==> src/rtl/rca16_seq_ctrl.sv <==
// Sequencer feeding a ripple-carry adder: registers operands, waits SETTLE cycles, captures sum/cout/ovf.
// Optional accumulate mode (add_a from last captured sum) enabled by defining RCA_ACC_EN.
module rca16_seq_ctrl #(
  parameter int WIDTH  = 16,
  parameter int SETTLE = 4
) (
  input  logic             clk,
  input  logic             rst_n,
`ifdef RCA_ACC_EN
  input  logic             in_acc,
`endif
  input  logic             in_valid,
  output logic             in_ready,
  input  logic [WIDTH-1:0] in_a,
  input  logic [WIDTH-1:0] in_b,
  input  logic             in_cin,
  output logic [WIDTH-1:0] add_a,
  output logic [WIDTH-1:0] add_b,
  output logic             add_cin,
  input  logic [WIDTH-1:0] add_sum,
  input  logic             add_cout,
  output logic             out_valid,
  input  logic             out_ready,
  output logic [WIDTH-1:0] out_sum,
  output logic             out_cout,
  output logic             out_ovf,
  output logic             busy
);

  localparam int SET_EFF = (SETTLE < 1) ? 1 : SETTLE;
  localparam int CW      = (SET_EFF + 1 > 2) ? $clog2(SET_EFF + 1) : 1;
  localparam logic [CW-1:0] CNT_LOAD = CW'(SET_EFF - 1);
  localparam logic [CW-1:0] CNT_ONE  = CW'(1);

  typedef enum logic [1:0] {ST_IDLE, ST_SETTLE, ST_DONE} state_t;

  state_t          state_q, state_d;
  logic [CW-1:0]   cnt_q;
  logic            accept, capture;
  logic [WIDTH-1:0] sel_a;

`ifdef RCA_ACC_EN
  logic [WIDTH-1:0] acc_q;
  assign sel_a = in_acc ? acc_q : in_a;

  always_ff @(posedge clk or negedge rst_n) begin
    if (!rst_n)       acc_q <= '0;
    else if (capture) acc_q <= add_sum;
  end
`else
  assign sel_a = in_a;
`endif

  always_ff @(posedge clk or negedge rst_n) begin
    if (!rst_n) state_q <= ST_IDLE;
    else        state_q <= state_d;
  end

  always_comb begin
    state_d = state_q;
    accept  = 1'b0;
    capture = 1'b0;
    case (state_q)
      ST_IDLE: begin
        if (in_valid) begin
          accept  = 1'b1;
          state_d = ST_SETTLE;
        end
      end
      ST_SETTLE: begin
        if (cnt_q == '0) begin
          capture = 1'b1;
          state_d = ST_DONE;
        end
      end
      ST_DONE: begin
        if (out_ready) state_d = ST_IDLE;
      end
      default: state_d = ST_IDLE;
    endcase
  end

  assign in_ready  = (state_q == ST_IDLE);
  assign busy      = (state_q != ST_IDLE);
  assign out_valid = (state_q == ST_DONE);

  // add_* deliberately keep their value in IDLE so the adder does not toggle.
  always_ff @(posedge clk or negedge rst_n) begin
    if (!rst_n) begin
      add_a    <= '0;
      add_b    <= '0;
      add_cin  <= 1'b0;
      cnt_q    <= '0;
      out_sum  <= '0;
      out_cout <= 1'b0;
      out_ovf  <= 1'b0;
    end else begin
      if (accept) begin
        add_a   <= sel_a;
        add_b   <= in_b;
        add_cin <= in_cin;
        cnt_q   <= CNT_LOAD;
      end else if (state_q == ST_SETTLE && cnt_q != '0) begin
        cnt_q <= cnt_q - CNT_ONE;
      end
      if (capture) begin
        out_sum  <= add_sum;
        out_cout <= add_cout;
        out_ovf  <= (add_a[WIDTH-1] == add_b[WIDTH-1]) &&
                    (add_sum[WIDTH-1] != add_a[WIDTH-1]);
      end
    end
  end

endmodule

==> config.mk <==
export PLATFORM = sky130hd
export DESIGN_NAME = rca16_seq_ctrl
export DESIGN_NICKNAME = d
export VERILOG_FILES = /design/src/rtl/rca16_seq_ctrl.sv
export SDC_FILE = /design/constraint.sdc
export NUM_CORES = 1
export LEC_CHECK = 0
export CORE_UTILIZATION = 46
export CTS_BUF_LIST = sky130_fd_sc_hd__clkbuf_8
export CTS_CLUSTER_SIZE = 12
export DETAILED_ROUTE_END_ITERATION = 8
export GPL_ROUTABILITY_DRIVEN = 0
export PLACE_DENSITY = 0.88
export REMOVE_ABC_BUFFERS = 1
export SLEW_MARGIN = 10
export SYNTH_ARGS = -nofsm -noshare
export SYNTH_HDL_FRONTEND = slang
export SYNTH_SLANG_ARGS = --single-unit
==> constraint.sdc <==
create_clock -name clk -period 2.59 [get_ports clk]
set_input_delay 0.518 -clock clk [delete_from_list [all_inputs] [get_ports clk]]
set_output_delay 0.518 -clock clk [all_outputs]
set_load 0.05 [all_outputs]
==> summary.md <==
| Metric | Value |
|---|---|
| Largest net degree at the start of global routing | 30 |
| Post-DP Area | 0.00347 mm^2 |
| CTS tree | built |
| Port bufs | 107 |
| Core Area | 0.00482 mm^2 |
| Finished Layout Cells | 323 |
| Crit. End Element | output pin |
| Clock latency on the worst-skew pair | 0.30 ns |
| Post-synth EDFFs | 0 |
| Post-cts hold buffer count | 0 |
| Vias in the first global route | 1534 |
| Reg2reg start | cnt_q[0] |
| Post-synth ARST share | 100% |
| Fin crit period | 2.37 ns |
| Clock transition at the registers of the reported paths | 0.09 ns |
| Seq/Total Area, Yosys | 59.8% |
| Wire per inst | 14.8 um |
| Die Y-Extent | 73.4 um |
| Layout cells sized above 1 | 25.8% |
| Final design utilization | 74.3% |
| Period utilisation layout | 91.5% |
| Synth-to-layout area growth | 52.7% |
| Syn Area/Cell | 16.4 um^2 |
| Final #Nets | 311 |
| Synth area leader | dfrtp_1 |
| YS warnings | 0 |
| Row cnt | 25 |
| Total CTS buffers | 5 |
| Final setup TNS | 0 ns |
| # IOs | 108 |
| Setup bufs post-CTS | 0 |
| Starting DRT DRC Count | 55 |
| Share of the synthesized area in the top cell type | 59.8% |
| FMAX | 422 MHz |
| Largest family of logic cells by synthesized area | multiplexers |
| XOR/XNOR Fraction of Synth Area | 0% |
| CTS Sinks | 56 |
| Critical Path Start | state_q[1] |
| Synth unique cells | 24 |
| Unrepaired setup endpoints after global routing | no |
| Final Cell Area | 0.00358 mm^2 |
| Hold Path Class | in2async |
| Initial antenna violation count | 0 |
| Max_slew headroom | 56.5% |
| Max Fanout on Critical Path | 7 |
| R2R Setup Slk | 0.79 ns |
| Antenna-violating nets left | 0 |
| WP data required | 2.07 ns |
| Post-Synthesis Cells | 143 |
| Setup CP Type | reg2out |
| Die footprint | 0.00539 mm^2 |
| Global-route wire length before repair | 7420 um |
| # resized after CTS | 0 |
| H-tree lvl count | 2 |
| Initial core utilization | 48.7% |
| Synth top area cells | dfrtp_1 60%, mux2_4 19%, mux2_2 9.6% |
| Commonest cells in the synthesized netlist | 56 x dfrtp_1, 30 x mux2_4, 20 x mux2_2 |
| Via-per-instance ratio | 4.77 |
| Final Hold Viols | 0 |
| Clock skew | 0.00379 ns |
| Mux cell area share after synthesis | 29.2% |
| Antenna cell count | 0 |
| Routed wire length | 4770 um |
| Clk buf depth | 2 |
| Adder-Cell Fraction of Synth Area | 1.07% |
| Synth Cell Area | 0.00234 mm^2 |
| Compound-Gate Fraction of Synth Area | 2.45% |
| Outcome | finished, final reports clean |
| Post-Synth Simple-Gate Area | 3.04% |
| DPL Wire Length | 3530 um |
| Chip Width | 73.4 um |
| Nature of the critical path startpoint | register |
| Congestion Overflow GR | 0 |
| Vias | 1540 |
| Least-Margin Pin Slew | 0.653 ns |
| MaxCap Viol Count | 0 |
| Dpl cells | 315 |
| Total track usage | 18.7% |
| DRC violations left | 0 |
| Yosys reg bits | 56 |
| Final Max Slew Viols | 0 |
| Root Buffer | clkbuf_8 |
| # setup viols final | 0 |
| Most common cell in the netlist | dfrtp_1 |
| Top_reg_cell synth | dfrtp_1 |
| DR pass1 iterations | 4 |
| Worst EP arrival | 1.85 ns |
## worst paths after layout
check                             end  cells after the start
setup / recovery             in_ready                      3
hold / removal              add_a[13]                      1
setup reg to reg           out_sum[6]                      6
hold reg to reg               out_ovf                      2
max in group asynchronous   add_b[10]                      2
min in group clk              out_ovf                      2
## registers in the layout, summed over array words and instances (netlist names)
| register | cells |
|---|---|
| cnt_q | 3 |
| out_sum | 16 |
| add_cin | 1 |
| state_q | 2 |
| add_b | 16 |
| out_cout | 1 |
| add_a | 16 |
| out_ovf | 1 |
## area by class of cell
type | instances | area (um^2)
tap | 67 | 83.8
timing repair buffer | 111 | 1120
sequential | 56 | 1400
inverter | 6 | 22.5
multi-input combinational | 75 | 840
fill | 335 | 1240
clock inverter | 3 | 42.5
clock buffer | 5 | 68.8
## critical path, stage by stage (launching register included)
cell and delay, ns:
dfrtp_1 0.45, or2_4 0.26, inv_2 0.06, clkdlybuf4s50_1 0.79
## logic make-up after synthesis
family                   after synthesis
flip-flops                            56
AND/OR/NAND/NOR                       13
multiplexers                          51
adder cells (fa/ha/maj)                2
buffers and inverters                 12
AO/OA/AOI/OAI                          9
## layer usage
metal	vias to the layer above	track usage, %	part of all wire [%]
li1	720	-	-
met1	733	23.4	42
met2	83	28.8	46
met3	4	9.19	11
met4	0	5.13	0.78
met5	-	0	0
## cell usage in the layout, fill, tap and decap left out, drive strengths merged
| cell type | n |
|---|---|
| and2 | 1 |
| nand2 | 2 |
| clkinv | 1 |
| mux2 | 50 |
| clkbuf | 5 |
| o22ai | 1 |
| clkinvlp | 1 |
| buf | 5 |
| nor3 | 1 |
| a22o | 1 |
| clkdlybuf4s50 | 106 |
| a21oi | 3 |
| o22a | 1 |
| nor2 | 5 |
| inv | 6 |
| or2 | 1 |
| a2bb2oi | 1 |
| nand3b | 1 |
| and3b | 1 |
| nor2b | 1 |
| dfrtp | 56 |
| o21ai | 2 |
| bufinv | 1 |
| ha | 2 |
| mux2i | 1 |
## metrics by stage
| stage | setup slack [ns] | hold slack [ns] |
|---|---|---|
| after floorplan | 0.612 | 0.222 |
| after global placement | 0.546 | 0.474 |
| after detailed placement | 0.506 | 0.474 |
| after CTS | 0.204 | 0.251 |
| after global routing | 0.156 | 0.281 |
| final | 0.219 | 0.237 |
Power is not shown: default switching activity piles up to over one toggle a cycle in this logic, so the estimate is an artifact.
